File: src/rtl/control_unit.sv
// control_unit: Moore sequencer that steps fetch/execute T-states and decodes datapath controls from state and opcode.
module control_unit (
  input  logic        Clock,
  input  logic        Reset,
  input  logic [31:0] IR,
  input  logic        CON,
  input  logic        Stop,
  output logic [8:0]  out_en,
  output logic [9:0]  in_en,
  output logic [4:0]  reg_ctl,
  output logic [2:0]  mem_ctl,
  output logic        alu_add,
  output logic        Run,
  output logic        Clear
);
  typedef enum logic [3:0] {RST, T0, T1, T2, T3, T4, T5, T6, T7, HALT} state_t;
  state_t state, next_state, fin;
  logic [4:0] op;
  logic r3, imm, ld, ldi, st, br, op_in, op_out, mfhi, mflo, halt, mem, single;
  logic pc_out, zlow_out, mdr_out, hi_out, lo_out, inport_out, c_out, ba_out;
  logic pc_in, z_in, mdr_in, mar_in, y_in, ir_in, outport_in, con_in;
  logic gra, grb, grc, r_in, r_out, inc_pc, rd, wr;
  logic unused_ir;
  assign op        = IR[31:27];
  assign unused_ir = ^IR[26:0];
  assign r3     = op >= 5'd3 && op <= 5'd11;
  assign imm    = op >= 5'd12 && op <= 5'd14;
  assign ld     = op == 5'd0;
  assign ldi    = op == 5'd1;
  assign st     = op == 5'd2;
  assign br     = op == 5'd18;
  assign op_in  = op == 5'd22;
  assign op_out = op == 5'd23;
  assign mfhi   = op == 5'd24;
  assign mflo   = op == 5'd25;
  assign halt   = op == 5'd27;
  assign mem    = ld || st;
  // Anything that is not a multi-step class or halt finishes in T3, including unknown opcodes.
  assign single = !(r3 || imm || mem || ldi || br || halt);
  assign fin    = Stop ? HALT : T0;
  always_ff @(posedge Clock)
    state <= Reset ? next_state : RST;
  always_comb begin
    next_state = state;
    case (state)
      RST:     next_state = T0;
      T0:      next_state = T1;
      T1:      next_state = T2;
      T2:      next_state = T3;
      T3:      next_state = halt ? HALT : single ? fin : T4;
      T4:      next_state = T5;
      T5:      next_state = (r3 || imm || ldi) ? fin : T6;
      T6:      next_state = br ? fin : T7;
      T7:      next_state = fin;
      HALT:    next_state = HALT;
      default: next_state = RST;
    endcase
  end
  always_comb begin
    {pc_out, zlow_out, mdr_out, hi_out, lo_out, inport_out, c_out, ba_out} = 8'b0;
    {pc_in, z_in, mdr_in, mar_in, y_in, ir_in, outport_in, con_in} = 8'b0;
    {gra, grb, grc, r_in, r_out, inc_pc, rd, wr} = 8'b0;
    alu_add = 1'b0;
    case (state)
      T0: {pc_out, mar_in, inc_pc, z_in} = 4'hf;
      T1: {zlow_out, pc_in, rd, mdr_in} = 4'hf;
      T2: {mdr_out, ir_in} = 2'b11;
      T3: begin
        if (r3 || imm) {grb, r_out, y_in} = 3'b111;
        if (ldi || mem) {grb, ba_out, y_in} = 3'b111;
        if (br) {gra, r_out, con_in} = 3'b111;
        if (op_in) {inport_out, gra, r_in} = 3'b111;
        if (op_out) {gra, r_out, outport_in} = 3'b111;
        if (mfhi) {hi_out, gra, r_in} = 3'b111;
        if (mflo) {lo_out, gra, r_in} = 3'b111;
      end
      T4: begin
        if (r3) {grc, r_out, z_in} = 3'b111;
        if (imm) {c_out, z_in} = 2'b11;
        if (ldi || mem) {c_out, z_in, alu_add} = 3'b111;
        if (br) {pc_out, y_in} = 2'b11;
      end
      T5: begin
        if (r3 || imm || ldi) {zlow_out, gra, r_in} = 3'b111;
        if (mem) {zlow_out, mar_in} = 2'b11;
        if (br) {c_out, z_in, alu_add} = 3'b111;
      end
      T6: begin
        if (ld) {rd, mdr_in} = 2'b11;
        if (st) {gra, r_out, mdr_in} = 3'b111;
        if (br) {zlow_out, pc_in} = {1'b1, CON};
      end
      T7: begin
        if (ld) {mdr_out, gra, r_in} = 3'b111;
        if (st) wr = 1'b1;
      end
      default: ;
    endcase
  end
  assign out_en  = {pc_out, 1'b0, zlow_out, mdr_out, hi_out, lo_out, inport_out, c_out, ba_out};
  assign in_en   = {pc_in, z_in, mdr_in, mar_in, y_in, 2'b00, ir_in, outport_in, con_in};
  assign reg_ctl = {gra, grb, grc, r_in, r_out};
  assign mem_ctl = {inc_pc, rd, wr};
  assign Run     = state != RST && state != HALT;
  assign Clear   = state == RST;
endmodule

File: config.mk
export PLATFORM = sky130hd
export DESIGN_NAME = control_unit
export DESIGN_NICKNAME = d
export VERILOG_FILES = /design/src/rtl/control_unit.sv
export SDC_FILE = /design/constraint.sdc
export NUM_CORES = 1
export LEC_CHECK = 0
export ABC_AREA = 1
export CORE_ASPECT_RATIO = 1.75
export CORE_MARGIN = 5
export CORE_UTILIZATION = 30
export CTS_CLUSTER_DIAMETER = 30
export DETAILED_ROUTE_END_ITERATION = 8
export PLACE_DENSITY = 0.76
export SLEW_MARGIN = 20
export SYNTH_ARGS = -nofsm -noshare
export SYNTH_HDL_FRONTEND = slang
export SYNTH_SLANG_ARGS = --single-unit
File: constraint.sdc
create_clock -name Clock -period 1.4 [get_ports Clock]
set_input_delay 0.28 -clock Clock [delete_from_list [all_inputs] [get_ports Clock]]
set_output_delay 0.28 -clock Clock [all_outputs]
set_load 0.1 [all_outputs]
======== Word level (Yosys, flattened, before mapping) ========
Cells that the tools add are included.
cells by class
  add/subtract/negate cells ............... 0
  multiply operators ...................... 0
  divide/modulo/power cells ............... 0
  order comparisons ....................... 4
  equality and inequality tests ........... 18
  shift operators ......................... 0
  mux-type cells .......................... 59
  bitwise logic cells ..................... 0
  reductions and logical operators ........ 14
operators with widths
  kind                count
  $pmux 4 s10         1
  $mux 1              39
  $eq 5x5->1 const B  6
  $mux 4              5
  $pmux 1 s2          9
  $eq 4x3->1 const B  4
  $pmux 1 s3          4
  $le 5x4->1 const B  2
  $eq 4x2->1 const B  2
  $eq 4x4->1 const B  2
  $logic_or 1x1->1    8
  $eq 5x1->1 const B  1
  $eq 5x2->1 const B  1
  $ge 5x2->1 const B  1
  $ge 5x4->1 const B  1
  $logic_not 5->1     1
  $eq 4x1->1 const B  1
  $logic_not 4->1     1
  $ne 4x4->1 const B  1
  $pmux 1 s4          1
  $reduce_bool 4->1   1
  $logic_and 1x1->1   3
storage, ports and cells
  register bits ........................... 4
  bits in latches ......................... 0
  memory bits (writable) .................. 0
  ROM bits ................................ 0
  output and inout port bits .............. 30
  logic and storage cells ................. 96
  memories kept ........................... 0

======== Logic depth before layout (Yosys ltp) ========
Gate-level depths: netlist of the first run.
  depth after elaboration ................. 10
  mapped depth ............................ 8
  mapped depth without buffers ............ 8

======== Least setup slack after synthesis of the first run ========
Ideal clock, no wire load.
  kind .................................... flip-flop to output port
  start point ............................. register state[0]
  end point ............................... output port Run
  data arrival time ....................... 2.754 ns
  required time ........................... 1.120 ns
  slack ................................... -1.634 ns
  stages on the path, launching flop included .. 5
  path buffers ............................ 0
  path through ............................ dfxtp_1 -> inv_1 -> nand2_1 -> nor2_1 -> nor2_1
between the ends
  word-level cells in the longest chain between the ends .. 2
  elaborated cells on any way between the ends .. 3
  classes of those cells .................. eq/ne (1); reduce/logical (2)
ends and longest elaborated chain
  element                                          RTL line  RTL
  start: declaration                               17        state_t state, next_state, fin;
  start signal: assignment                         42        state <= Reset ? next_state : RST;
  $ne 4x4->1 or $reduce_bool 4->1 (tied branches)  104       assign Run = state != RST && state != HALT;
  $logic_and 1x1->1 (*)                            104
  end: declaration                                 13        output logic Run,
Mark *: on every way between the ends. The rest lies on a longest branch, timed or not.

======== Worst setup path in the final report of the first run ========
  start point ............................. register state[1]
  end point ............................... output port reg_ctl[4]
between the ends
  word-level cells in the longest chain between the ends .. 2
  elaborated cells on any way between the ends .. 5
  classes of those cells .................. eq/ne (4); mux (1)
ends and longest elaborated chain
  element                                   RTL line  RTL
  $eq 4x4->1 or $eq 4x3->1 (tied branches)  64        case (state)
  $pmux 1 s4 (*)                            64
  end: declaration                          10        output logic [4:0] reg_ctl,
Marks and branches as above.

==> flow_summary.json, run 1 <==
{
  "path_class": "flop to primary output",
  "synthCells": 147,
  "start_kind": "flop",
  "seq_area_um2": 90.1,
  "synth_cell_type_count": 22,
  "design_area_um2": 2250,
  "min_to": "state[3]",
  "grtUsageMet2": 0.350,
  "grt_antenna_before_repair": 0,
  "max_freq_ghz": 0.523,
  "largest_register_ffs": 4,
  "crit_start": "state[1]",
  "ys.flop_type": "dfxtp_1",
  "drt_pre_antenna_iters": 4,
  "ff2ff_setup_slack_ns": -0.14,
  "clkLatencyLatePin_ns": 0.22,
  "ys_ff_latch": 4,
  "fill_cells": 128,
  "grt_usage": 0.192,
  "crit_chain": "inv_2 > buf_4 > nand3_1 > nor2_2 > nand2_2 > nand4_1 > buf_12",
  "grt_setup_unrepaired": "true",
  "violations": "negative setup slack",
  "grt_use_met1": 0.192,
  "rows": 25,
  "dieArea_um2": 4000,
  "yosys-top-cells-area": "buf_4 24%, nor2_1 12%, nand2_1 11%",
  "vias_per_cell": 5.45,
  "crit_slowest_cell": "dfxtp_2",
  "syn_area_um2": 840,
  "multi_input_area_um2": 861,
  "hold_violations": 0,
  "leakagePower_nw": 0.978,
  "yosysWarnings": 0,
  "cts_tree": "yes",
  "dp_hpwl_mm": 2.33,
  "setup_violations": 28,
  "hold_class": "primary input to flop",
  "slew_viol_final": 0,
  "die_w_um": 50.0,
  "max_stage_delay_ns": 0.33,
  "grt_max_degree": 7,
  "use_met3": 0.0336,
  "crit_arrival_ns": 1.63,
  "yosys-top-cells-count": "27 x buf_4, 27 x nor2_1, 25 x nand2_1, 17 x inv_1, 8 x nand3_1",
  "wl_per_cell_um": 20.0,
  "ant_nets": 0,
  "syn_avg_cell_area_um2": 5.71,
  "dpl_cell_area_um2": 1690,
  "finalNetCount": 257,
  "ys_seq_area_frac": 0.0954,
  "fin_crit_sh": 1.36,
  "top_level_ports": 66,
  "cts_num_sinks": 4,
  "fin_ws_ns": -0.510,
  "cts_root_buf": "clkbuf_8",
  "portBuffers": 35,
  "grt.busiest_layer": "met2",
  "gp_congestion": 0.848,
  "min_path_cells": 6,
  "drv_cap": 0,
  "path_clk_slew_ns": 0.04,
  "routed-via-count": 1346,
  "wl_mm": 4.93,
  "overflow": 0,
  "regMostFlops": "state",
  "drc_errors": 0,
  "period_minus_slack_ns": 1.91,
  "antenna_cells": 0,
  "r2r_cells": 10,
  "max-vdd-ir-drop_mv": 0.571,
  "synth_enable_flop_cells": 0,
  "htree_levels": 1,
  "coreArea_um2": 2690,
  "final.setup_skew_ns": 0.00632,
  "powerDensity_nw_per_um2": 564,
  "reg_top3": "state (4)",
  "hold_path.startpoint": "IR[28]",
  "holdBufCountCts": 0,
  "clockBufferDepth": 2,
  "worstPathRequired_ns": 1.12,
  "grt_pass1_wl_mm": 6.10,
  "initial_core_util": 0.312,
  "cts_made_buffers": 3,
  "grt_pass1_vias": 1323,
  "worstReg2RegStart": "state[1]",
  "netlist.area_leader.share": 0.241,
  "die_h_um": 80.0,
  "status": "finished, violations left",
  "cp-end-kind": "primary output",
  "drive_gt1_frac": 0.800,
  "finalSetupTns_ns": -10.27,
  "hold_ws_ns": 0.667,
  "async_flop_share": 0,
  "r2r_end": "state[3]",
  "path_max_fanout": 3,
  "areaGrowthSynthToFinish_pct": 168,
  "drt_first_iter_violations": 62,
  "place_ws_ns": -0.771,
  "synth.largest_area_cell": "buf_4"
}
-- report_power, final --
| part | internal, mW | switching (mW) |
|---|---|---|
| Clock | 0.195 | 0.0637 |
| Sequential | 0.121 | 0.0103 |
| Combinational | 0.316 | 0.564 |
| Total | 0.632 | 0.638 |
-- how the worst max path moves through the flow --
stage / endpoint / slack [ns] / cells after the start
6_report: reg_ctl[4] / -0.51 / 7
5_1_grt: reg_ctl[4] / -0.56 / 7
4_1_cts: out_en[1] / -0.41 / 8
3_5_place_dp: reg_ctl[4] / -0.77 / 8
3_3_place_gp: out_en[1] / -0.70 / 8
2_1_floorplan: out_en[1] / -0.52 / 6
-- layout by cell type, fill, tap and decap left out, types with 6 or more instances in the layout --
cell type	netlist	final
nor2_2	4	6
nor2_4	0	19
buf_6	0	15
inv_2	3	13
buf_12	0	28
buf_4	27	42
nand2_1	25	11
nand2_2	3	14
nor2_1	27	6
-- timing repair --
| item | in CTS | in global routing |
|---|---|---|
| resized for setup | 79 | 44 |
| pin swaps | 20 | 20 |
| setup endpoints to repair | 31 | 31 |
| buffers inserted | 6 | 16 |
| endpoints found under the hold margin | 0 | 0 |
-- worst max-delay path, delay by kind of cell (launching register included) --
| family | cells | cell delay [ns] |
|---|---|---|
| simple gates | 4 | 0.69 |
| buf+inv | 3 | 0.40 |
| flops | 1 | 0.33 |
-- per-layer routing --
metal / wire, um / share of wire
met1: 1720 / 0.35
met2: 2620 / 0.53
met3: 324 / 0.066
met4: 267 / 0.054
met5: 0 / 0
-- cells by family (layout without fill, tap and decap cells) --
logic type,count (synthesis),in the layout,share of synthesized area
compound gates,16,16,0.127
buf+inv,47,118,0.331
flops,4,4,0.0954
simple gates,79,79,0.443
other cells,1,3,0.00447
-- through the flow --
| stage | cells | total power [mW] | utilization |
|---|---|---|---|
| after global placement | 224 | 0.860 | 0.628 |
| after global routing | 247 | 1.32 | 0.836 |
| after CTS | 234 | 1.19 | 0.753 |
| after detailed placement | 224 | 0.867 | 0.628 |
| after floorplan | 149 | 0.643 | - |
| final | 247 | 1.27 | 0.836 |
-- final cells by class --
type	instances	area share
multi-input cells	98	0.383
repair buffers	94	0.503
inverters	20	0.0395
clock buffers	4	0.0200
well taps	27	0.0150
flip-flops and latches	4	0.0400
(Power assumes the default switching activity.)
==> inputs of run 2 (changes only) <==
--- a/config.mk
+++ b/config.mk
@@ -6,12 +6,13 @@
 export NUM_CORES = 1
 export LEC_CHECK = 0
 export ABC_AREA = 1
+export ABC_CLOCK_PERIOD_IN_PS = 1400
 export CORE_ASPECT_RATIO = 1.75
 export CORE_MARGIN = 5
 export CORE_UTILIZATION = 30
 export CTS_CLUSTER_DIAMETER = 30
 export DETAILED_ROUTE_END_ITERATION = 8
-export PLACE_DENSITY = 0.76
+export PLACE_DENSITY = 0.77
 export SLEW_MARGIN = 20
 export SYNTH_ARGS = -nofsm -noshare
 export SYNTH_HDL_FRONTEND = slang
==> flow_summary.json, run 2 (synthesis results as in run 1) <==
{
  "crit_slowest_cell": "dfxtp_2",
  "grt_usage": 0.189,
  "clkLatencyLatePin_ns": 0.22,
  "final_core_util": 0.829,
  "top_level_ports": 66,
  "final.setup_skew_ns": 0.00250,
  "fin_crit_sh": 1.33,
  "cts_made_buffers": 3,
  "dieArea_um2": 4000,
  "grt_antenna_before_repair": 0,
  "max_stage_delay_ns": 0.33,
  "dp.cells": 228,
  "status": "finished, violations left",
  "drc_errors": 0,
  "grt_use_met1": 0.189,
  "p_total_mw": 1.27,
  "drive_gt1_frac": 0.798,
  "grt_pass1_vias": 1326,
  "overflow": 0,
  "hold_violations": 0,
  "seq_area_um2": 90.1,
  "period_minus_slack_ns": 1.86,
  "gp_congestion": 0.840,
  "multi_input_area_um2": 856,
  "drt_first_iter_violations": 27,
  "ant_nets": 0,
  "areaGrowthSynthToFinish_pct": 166,
  "start_kind": "flop",
  "regMostFlops": "state",
  "cts_root_buf": "clkbuf_8",
  "crit_arrival_ns": 1.58,
  "use_met3": 0.0262,
  "grt_max_degree": 7,
  "powerDensity_nw_per_um2": 571,
  "cts_num_sinks": 4,
  "drt_pre_antenna_iters": 4,
  "setup_violations": 29,
  "portBuffers": 35,
  "slew_viol_final": 0,
  "cts_tree": "yes",
  "grtUsageMet2": 0.364,
  "vias_per_cell": 5.20,
  "finalNetCount": 255,
  "coreArea_um2": 2690,
  "largest_register_ffs": 4,
  "grt_setup_unrepaired": "true",
  "htree_levels": 1,
  "wl_mm": 4.57,
  "finalNonFillerCells": 245,
  "max-vdd-ir-drop_mv": 0.604,
  "cp-end-kind": "primary output",
  "worstPathRequired_ns": 1.12,
  "violations": "negative setup slack",
  "drv_cap": 0,
  "hold_class": "flop to flop",
  "antenna_cells": 0,
  "final_cell_mix": "40 x buf_4, 27 x buf_12, 20 x buf_6, 18 x nor2_4, 13 x nand2_1",
  "grt.busiest_layer": "met2",
  "reg_top3": "state (4)",
  "routed-via-count": 1274,
  "cp_common_cell": "nor2_4",
  "die_w_um": 50.0,
  "crit_chain": "buf_6 > nor2_4 > inv_2 > nor2_4 > nand2_2 > o21ai_4 > o21bai_4 > buf_12",
  "initial_core_util": 0.312,
  "clockBufferDepth": 2,
  "dp_hpwl_mm": 2.49,
  "path_class": "flop to primary output",
  "path_clk_slew_ns": 0.03,
  "leakagePower_nw": 0.999,
  "place_ws_ns": -0.762,
  "fin_ws_ns": -0.463,
  "grt_pass1_wl_mm": 6.04,
  "fill_cells": 143,
  "die_h_um": 80.0,
  "layout_commonest_cell": "buf_4",
  "wl_per_cell_um": 18.6,
  "path_max_fanout": 4,
  "hold_ws_ns": 0.678,
  "rows": 25,
  "max_freq_ghz": 0.537
}
run 2: routing by layer:
metal  vias up  share of wire
li1        582              -
met1       615           0.36
met2        61           0.56
met3        16          0.045
met4         0          0.032
met5         -              0
run 2: what timing repair did:
| item | in CTS | in global routing |
|---|---|---|
| resized for setup | 76 | 54 |
| buffers inserted | 8 | 8 |
| cloned | 0 | 0 |
| hold buffers | 0 | 0 |
| pin swaps | 18 | 21 |
| setup endpoints to repair | 31 | 30 |
run 2: per-stage QoR:
stage	TNS, ns	instance area [um2]
6_report	-9.26	2230
2_1_floorplan	-1.80	1020
4_1_cts	-7.69	1980
3_5_place_dp	-16.14	1710
3_3_place_gp	-15.02	1710
5_1_grt	-10.51	2230
run 2: area by class of cell:
class / instances / share of cell area
flip-flops and latches: 4 / 0.0404
inverters: 20 / 0.0387
clock buffers: 4 / 0.0202
multi-input cells: 98 / 0.384
repair buffers: 92 / 0.502
well taps: 27 / 0.0152
run 2: worst paths after layout:
path	startpoint	endpoint	slack (ns)	cells past startpoint
worst min-delay path	state[0]	state[0]	0.68	3
worst min register to register	state[0]	state[0]	0.68	3
worst max-delay path	state[3]	out_en[1]	-0.46	8
worst max register to register	state[3]	state[3]	-0.04	9
run 2: worst max-delay path, delay by kind of cell (launching register included):
kind            cells  cell delay [ns]
simple gates        3             0.42
flops               1             0.33
compound gates      2             0.23
buf+inv             3             0.39
run 2: where the power goes:
group / leakage [nW] / switching [mW] / internal (mW)
clock network: 0.0228 / 0.0646 / 0.195
logic: 0.942 / 0.557 / 0.326
registers: 0.0350 / 0.0101 / 0.121
==> inputs of run 3 (changes only) <==
--- a/config.mk
+++ b/config.mk
@@ -12,6 +12,7 @@
 export CORE_UTILIZATION = 30
 export CTS_CLUSTER_DIAMETER = 30
 export DETAILED_ROUTE_END_ITERATION = 8
+export HOLD_SLACK_MARGIN = 0.06
 export PLACE_DENSITY = 0.77
 export SLEW_MARGIN = 20
 export SYNTH_ARGS = -nofsm -noshare
==> results of run 3 <==
No change in the layout: final DEF, timing and power equal those of run 2.
